**config.mk**
```make
export PLATFORM = sky130hd
export DESIGN_NAME = seq_slice_comparator
export DESIGN_NICKNAME = d
export VERILOG_FILES = /design/src/rtl/seq_slice_comparator_pkg.sv /design/src/rtl/seq_slice_comparator_slice.sv /design/src/rtl/seq_slice_comparator.sv
export SDC_FILE = /design/constraint.sdc
export NUM_CORES = 1
export LEC_CHECK = 0
export ABC_CLOCK_PERIOD_IN_PS = 1680
export CAP_MARGIN = 0
export CORE_MARGIN = 4
export CORE_UTILIZATION = 45
export DETAILED_ROUTE_END_ITERATION = 12
export PLACE_DENSITY = 0.71
export SLEW_MARGIN = 20
export SYNTH_ARGS = -nofsm -noshare
export SYNTH_HDL_FRONTEND = slang
export SYNTH_SLANG_ARGS = --single-unit
export TNS_END_PERCENT = 1
```
**constraint.sdc**
```tcl
create_clock -name clk -period 1.68 [get_ports clk]
set_clock_uncertainty 0.15 [all_clocks]
set_input_delay 0.336 -clock clk [delete_from_list [all_inputs] [get_ports clk]]
set_output_delay 0.336 -clock clk [all_outputs]
set_load 0.02 [all_outputs]
```
**src/rtl/seq_slice_comparator_pkg.sv**
```systemverilog
// Shared definitions for the sequential slice comparator: FSM state encodings
// and a parameter-legality check usable inside a module body.
package seq_slice_comparator_pkg;

    typedef enum logic [1:0] {
        S_IDLE = 2'd0,
        S_RUN  = 2'd1,
        S_DONE = 2'd2
    } state_t;

endpackage

// Elaboration-time guard: WIDTH must be a non-zero multiple of SLICE.
`ifndef CMP_PARAM_CHECK
`define CMP_PARAM_CHECK(W, S) \
    if ((S) < 1 || (W) < (S) || ((W) % (S)) != 0) begin : g_param_err \
        $error("seq_slice_comparator: WIDTH must be a non-zero multiple of SLICE"); \
    end
`endif

```
**src/rtl/seq_slice_comparator_slice.sv**
```systemverilog
// compare_slice: one cell of an MSB-first unsigned magnitude cascade.
// Combinational; folds one SLICE-bit chunk into the running lt/eq state.
module compare_slice
    import seq_slice_comparator_pkg::*;
#(
    parameter int SLICE = 2
) (
    input  logic [SLICE-1:0] a,
    input  logic [SLICE-1:0] b,
    input  logic             lt_in,
    input  logic             eq_in,
    output logic             lt_out,
    output logic             eq_out
);

    // A lower slice can only decide the result while all higher slices matched.
    assign lt_out = lt_in | (eq_in & (a < b));
    assign eq_out = eq_in & (a == b);

endmodule

```
**src/rtl/seq_slice_comparator.sv**
```systemverilog
// seq_slice_comparator: multi-cycle unsigned A/B comparator, SLICE bits per
// clock, MSB slice first, using a single compare_slice cell.
// Optional feature macro: EARLY_EXIT_EN -- leave RUN as soon as the slices
// compared so far already differ (results are identical either way).
module seq_slice_comparator
    import seq_slice_comparator_pkg::*;
#(
    parameter int WIDTH = 8,
    parameter int SLICE = 2
) (
    input  logic             clk,
    input  logic             rst,
    input  logic             start,
    input  logic [WIDTH-1:0] A,
    input  logic [WIDTH-1:0] B,
    output logic             busy,
    output logic             done,
    output logic             EQ,
    output logic             LT,
    output logic             GT
);

    localparam int NSLICE = WIDTH / SLICE;
    localparam int CNT_W  = $clog2(NSLICE) + 1;
    localparam logic [CNT_W-1:0] LAST = CNT_W'(NSLICE - 1);

    `CMP_PARAM_CHECK(WIDTH, SLICE)

    state_t             state, state_nxt;
    logic [WIDTH-1:0]   a_sr, b_sr;
    logic [CNT_W-1:0]   cnt;
    logic               eq_r, lt_r;
    logic               eq_nxt, lt_nxt;
    logic               accept, finish;

    // Cascade cell sees the current top slice of both shift registers.
    compare_slice #(.SLICE(SLICE)) u_slice (
        .a      (a_sr[WIDTH-1 -: SLICE]),
        .b      (b_sr[WIDTH-1 -: SLICE]),
        .lt_in  (lt_r),
        .eq_in  (eq_r),
        .lt_out (lt_nxt),
        .eq_out (eq_nxt)
    );

    // start is only honoured outside RUN; DONE accepts it for back-to-back use.
    assign accept = start && (state != S_RUN);

`ifdef EARLY_EXIT_EN
    assign finish = (state == S_RUN) && ((cnt == LAST) || !eq_nxt);
`else
    assign finish = (state == S_RUN) && (cnt == LAST);
`endif

    assign busy = (state == S_RUN);
    assign done = (state == S_DONE);

    // State register.
    always_ff @(posedge clk or posedge rst) begin
        if (rst) state <= S_IDLE;
        else     state <= state_nxt;
    end

    // Next-state logic; DONE always leaves after one cycle, so done is a pulse.
    always_comb begin
        state_nxt = state;
        case (state)
            S_IDLE:  if (start) state_nxt = S_RUN;
            S_RUN:   if (finish) state_nxt = S_DONE;
            S_DONE:  state_nxt = start ? S_RUN : S_IDLE;
            default: state_nxt = S_IDLE;
        endcase
    end

    // Datapath: operand capture, slice shifting, cascade state and results.
    always_ff @(posedge clk or posedge rst) begin
        if (rst) begin
            a_sr <= '0;
            b_sr <= '0;
            cnt  <= '0;
            eq_r <= 1'b0;
            lt_r <= 1'b0;
            EQ   <= 1'b0;
            LT   <= 1'b0;
            GT   <= 1'b0;
        end else if (accept) begin
            a_sr <= A;
            b_sr <= B;
            cnt  <= '0;
            eq_r <= 1'b1;
            lt_r <= 1'b0;
            EQ   <= 1'b0;
            LT   <= 1'b0;
            GT   <= 1'b0;
        end else if (state == S_RUN) begin
            a_sr <= a_sr << SLICE;
            b_sr <= b_sr << SLICE;
            cnt  <= cnt + CNT_W'(1);
            eq_r <= eq_nxt;
            lt_r <= lt_nxt;
            if (finish) begin
                EQ <= eq_nxt;
                LT <= lt_nxt;
                GT <= ~eq_nxt & ~lt_nxt;
            end
        end
    end

endmodule

```
; Word level (Yosys, flattened, before mapping)
; Cells that the tools add are included.
[op_classes]
n_addsub = 1
magnitude_cmp = 1
eq_ne = 7
n_mux = 23
bitwise = 6
reduce_logical = 7
[ops]
columns = cell, count
row1 = two-way mux 8 bit, 4
row2 = two-way mux 1 bit, 14
row3 = two-way mux 3 bit, 2
row4 = one-hot mux 2 bit (3 select lines), 1
row5 = two-way mux 2 bit, 2
row6 = "inequality test 2 x 1 -> 1 bit, second input constant", 2
row7 = AND reduction 2 bit, 2
row8 = nonzero test 2 bit, 2
row9 = "adder 3 x 1 -> 3 bit, second input constant", 1
row10 = AND 1 bit, 3
row11 = "== test 3 x 2 -> 1 bit, second input constant", 1
row12 = "== test 2 x 1 -> 1 bit, second input constant", 1
row13 = == test 2 bit, 1
row14 = "== test 2 bit, second input constant", 1
row15 = logical AND 1 bit, 2
row16 = logical NOT 2 bit, 1
row17 = < comparator 2 bit, 1
row18 = "inequality test 2 bit, second input constant", 1
row19 = NOT 1 bit, 2
row20 = OR 1 bit, 1
[word_totals]
regBits = 26
output_inout_bits = 5
elab_cells = 54

; Depth between registers and ports, before layout
; Gate-level depths: netlist (run 1).
[logic_depth]
word_depth = 8
ltp_mapped = 5

; Hierarchy
; A second synthesis (run 1) with hierarchy kept.
[hier_totals]
hier_cells = 110
area_unflattened_um2 = 1196.1
[modules_own_cells]
columns = mod, n_inst, cells_each, area_each_um2
row1 = seq_slice_comparator, 1, 102, 1138.6
row2 = compare_slice, 1, 8, 57.6

; Least setup slack after synthesis (run 1)
; OpenSTA, ideal clock, no wires.
[synth_timing]
path_kind = reg-to-reg
start = register cnt[0]
end = register GT
setup_ns = 0.122
arrival_time_ns = 1.116
t_required_ns = 1.408
setup_slack_ns = 0.292
stages_incl_launch_ff = 6
n_path_buf = 0
synth_period_minus_slack_ns = 1.388
path_cell_list = dfrtp_1 -> ha_1 -> ha_1 -> nand2_1 -> inv_1 -> a32o_1
[synth_via]
elab_chain_cells = 4
[synth_rtl]
columns = element, line_no
row1 = start: declaration, seq_slice_comparator.sv:31  ; logic [CNT_W-1:0] cnt;
row2 = start signal: assignment, seq_slice_comparator.sv:98  ; cnt <= cnt + CNT_W'(1);
row3 = == test 3 x 2 -> 1 bit, seq_slice_comparator.sv:52  ; assign finish = (state == S_RUN) && (cnt == LAST);
row4 = logical AND 1 bit, seq_slice_comparator.sv:52
row5 = nonzero test 2 bit (no source line), n/a
row6 = AND reduction 2 bit (no source line), n/a
row7 = end signal: assignment, seq_slice_comparator.sv:104  ; GT <= ~eq_nxt & ~lt_nxt;
row8 = end: declaration, seq_slice_comparator.sv:20  ; output logic GT
; Every way passes these cells.
; A chain may end at the register's enable or synchronous reset.

; Worst setup path in the final report (run 1)
[layout_timing]
start = register state[0]
end = output port done
[layout_via]
elab_chain_cells = 1
[layout_rtl]
columns = element, line_no
row1 = start: declaration, seq_slice_comparator.sv:29  ; state_t state, state_nxt;
row2 = start signal: assignment, seq_slice_comparator.sv:61  ; else state <= state_nxt;
row3 = == test 2 bit, seq_slice_comparator.sv:56  ; assign done = (state == S_DONE);
row4 = end: declaration, seq_slice_comparator.sv:17  ; output logic done,
; Every way passes these cells.

==> run metrics, run 1 <==
Hold WC Path Type=primary input to asynchronous set/reset pin; Total Routing Usage GR=13.4%; initial antenna violation count=0; largest net degree at the start of global routing=33; Die X=slightly below 60 um; core footprint=between 0.002 and 0.0025 sq mm; layout filler cell count=233; relative slew slack=between 70% and 80%; leading area contributor after synthesis=dfrtp_1; CP startpoint kind=flop; worst setup path category=flop to output pin; crit path from=state[0]$_DFFE_PP0P_; area of the mapped netlist=between 0.001 and 0.0015 sq mm; Initial Util=between 40% and 50%; GRT Residual Overflow=0; fmax=~0.63 GHz; H-Tree Depth=1; vias in the first global route=823; Via density=between 5 and 6; Critical Path AT=1110 ps; Max Slew Vio Count=0; number of synthesis warnings=0; Rows=18; PD cells=~1500 mW/mm^2; first-pass GRT wire length=approximately 3.6 mm; num ports=24; Post-synth EDFFs=0; dpl hpwl=around 1.5 mm; clk buf depth=2; drt wl/cell=between 10 and 15 um; crit path capture type=output pin; sequential-to-total area share from yosys stat=roughly 55%; CP Max Fanout=3; CTS tree=yes; Tcrit/Tclk final=95.0%; Reg clk slew, reported paths=130 ps; outcome=finished, final reports clean; min cycle time layout=~1600 ps; Final Core Density=between 50% and 60%; Placed Instances=roughly 160; hold_ws=just over 200 ps; Residual DRC=0; hold buffer count at cts=0; Leak=around 0.72 nW; RSZ-0062 raised after global routing=no; final non-filler cell total=around 160; IO buf count=23; syn nets=approximately 130; Synth area leaders=dfrtp_1 (55%), mux2i_1 (14%), o21ai_0 (5.9%); area of the die=about 0.0035 sq mm; later-pin clock latency in the skew report=a little over 300 ps; top-count cell post-synth=dfrtp_1; Avg Cell Area, Syn=between 10 and 15 sq um; max_cap viols=0; TritonRoute pass-1 iters=3; Area Growth Syn to Fin=23.6%; final wirelength=2.11 mm; Final Hold Viols=0; RD Place Congestion=approximately 0.75; fraction of layout cells with a size suffix above 1=about 9.0%; CTS buffer count=3; Reg2Reg Launch Point=state[1]$_DFFE_PP0P_; Post-synth top cells=dfrtp_1 (26), mux2i_1 (17), nand2_1 (15), o21ai_0 (14), inv_1 (7); CP required=~1200 ps; Gate Count Post-Synth=109; Main synth FF type=dfrtp_1; Yosys reg bits=26; Slew @ Worst Pin=~330 ps; clk root buf=clkbuf_4; placed inst area=approximately 0.0015 sq mm; Setup Viol. Count Final=0; Vias=approximately 850; Final nets=about 160; ant diodes=0; Worst VDD drop=between 1 and 1.5 mV; unique cell type count in the Yosys netlist=22; Initial DRC Count=10; setup TNS=0 ps; CTS sink count=26; Die Y=roughly 59 um; fin area=approximately 0.0015 sq mm; post-synth top area share=54.6%; Antenna Violating Nets Remaining=0; Post-synth ARST share=100%
per-stage QoR:
step	power [mW]	setup slack [ps]
after floorplan	1.64	292
after global placement	1.91	13.5
after detailed placement	1.96	1.42
after CTS	2.18	55.3
after global routing	2.34	3.24
final	2.16	83.7
cell usage in the layout, fill, tap and decap left out, types with 2 or more instances in the layout:
cell / count
buf_2: 2
dlygate4sd2_1: 3
nand3_1: 3
o2bb2ai_1: 2
clkbuf_4: 3
inv_1: 7
dfrtp_1: 26
o21ai_0: 14
nor2_1: 6
clkdlybuf4s50_1: 18
mux2i_1: 16
nand2_1: 15
o21ai_1: 2
buf_4: 3
ha_1: 4
path summary, 6_finish.rpt:
path | endpoint | slack, ps | cells after the start
max in group asynchronous | b_sr[5]$_DFFE_PP0P_ | 930 | 3
worst max register to register | GT$_DFFE_PP0P_ | 100 | 5
worst max-delay path | done | 80 | 2
worst min register to register | b_sr[2]$_DFFE_PP0P_ | 350 | 2
worst min-delay path | a_sr[6]$_DFFE_PP0P_ | 210 | 3
min in group clk | b_sr[2]$_DFFE_PP0P_ | 350 | 2
registers in the layout (all words and copies together), names as in the netlist:
register / cells
a_sr: 8
b_sr: 8
cnt: 3
state: 2
EQ: 1
GT: 1
LT: 1
eq_r: 1
lt_r: 1
layer usage:
metal  vias up  track usage (%)  share of wire (%)
li1        422                -                  -
met5         -                0                  0
met2        17             22.0                 48
met4         0             4.53                1.2
met3         5             4.14                5.8
met1       407             16.5                 45
power breakdown:
part	switching (mW)	leakage, nW	total, mW	internal [mW]
sequential	0.146	0.337	1.02	0.878
combinational	0.501	0.371	0.881	0.380
clock	0.171	0.0138	0.255	0.0840
logic make-up (layout without fill, tap and decap cells):
kind of cell / after synthesis / count (layout) / synth area share, %
flops: 26 / 26 / 54.6
compound gates: 22 / 22 / 10.5
simple gates: 27 / 27 / 10.2
buf+inv: 13 / 38 / 6.20
fa+ha+maj: 4 / 4 / 4.20
mux: 17 / 17 / 14.3
final cells by class:
class,instances,area [sq um],area share (%)
multi-input combinational,70,470,31.9
tap,30,37.5,2.55
clock buffer,3,22.5,1.53
inverter,8,32.5,2.21
timing repair buffer,27,259,17.6
sequential,26,651,44.2
critical path, stage by stage, from the launching register on:
cell and delay, ps:
dfrtp_1 450, and2b_1 200, buf_2 150
repair_timing:
item                                    CTS  global route
endpoints found under the hold margin     0             0
buffers inserted                          0             0
gates resized for setup                  11             1
endpoints found under the setup margin    5             3
gates cloned                              0             0
pin swaps                                 0             0
No activity file was read; power rests on OpenSTA's default activity.
==> run 2: changes to the inputs <==
--- a/config.mk
+++ b/config.mk
@@ -15,4 +15,3 @@
 export SYNTH_ARGS = -nofsm -noshare
 export SYNTH_HDL_FRONTEND = slang
 export SYNTH_SLANG_ARGS = --single-unit
-export TNS_END_PERCENT = 1
==> results of run 2 <==
Same layout as run 1: the final DEF is identical, and so are final timing and power.
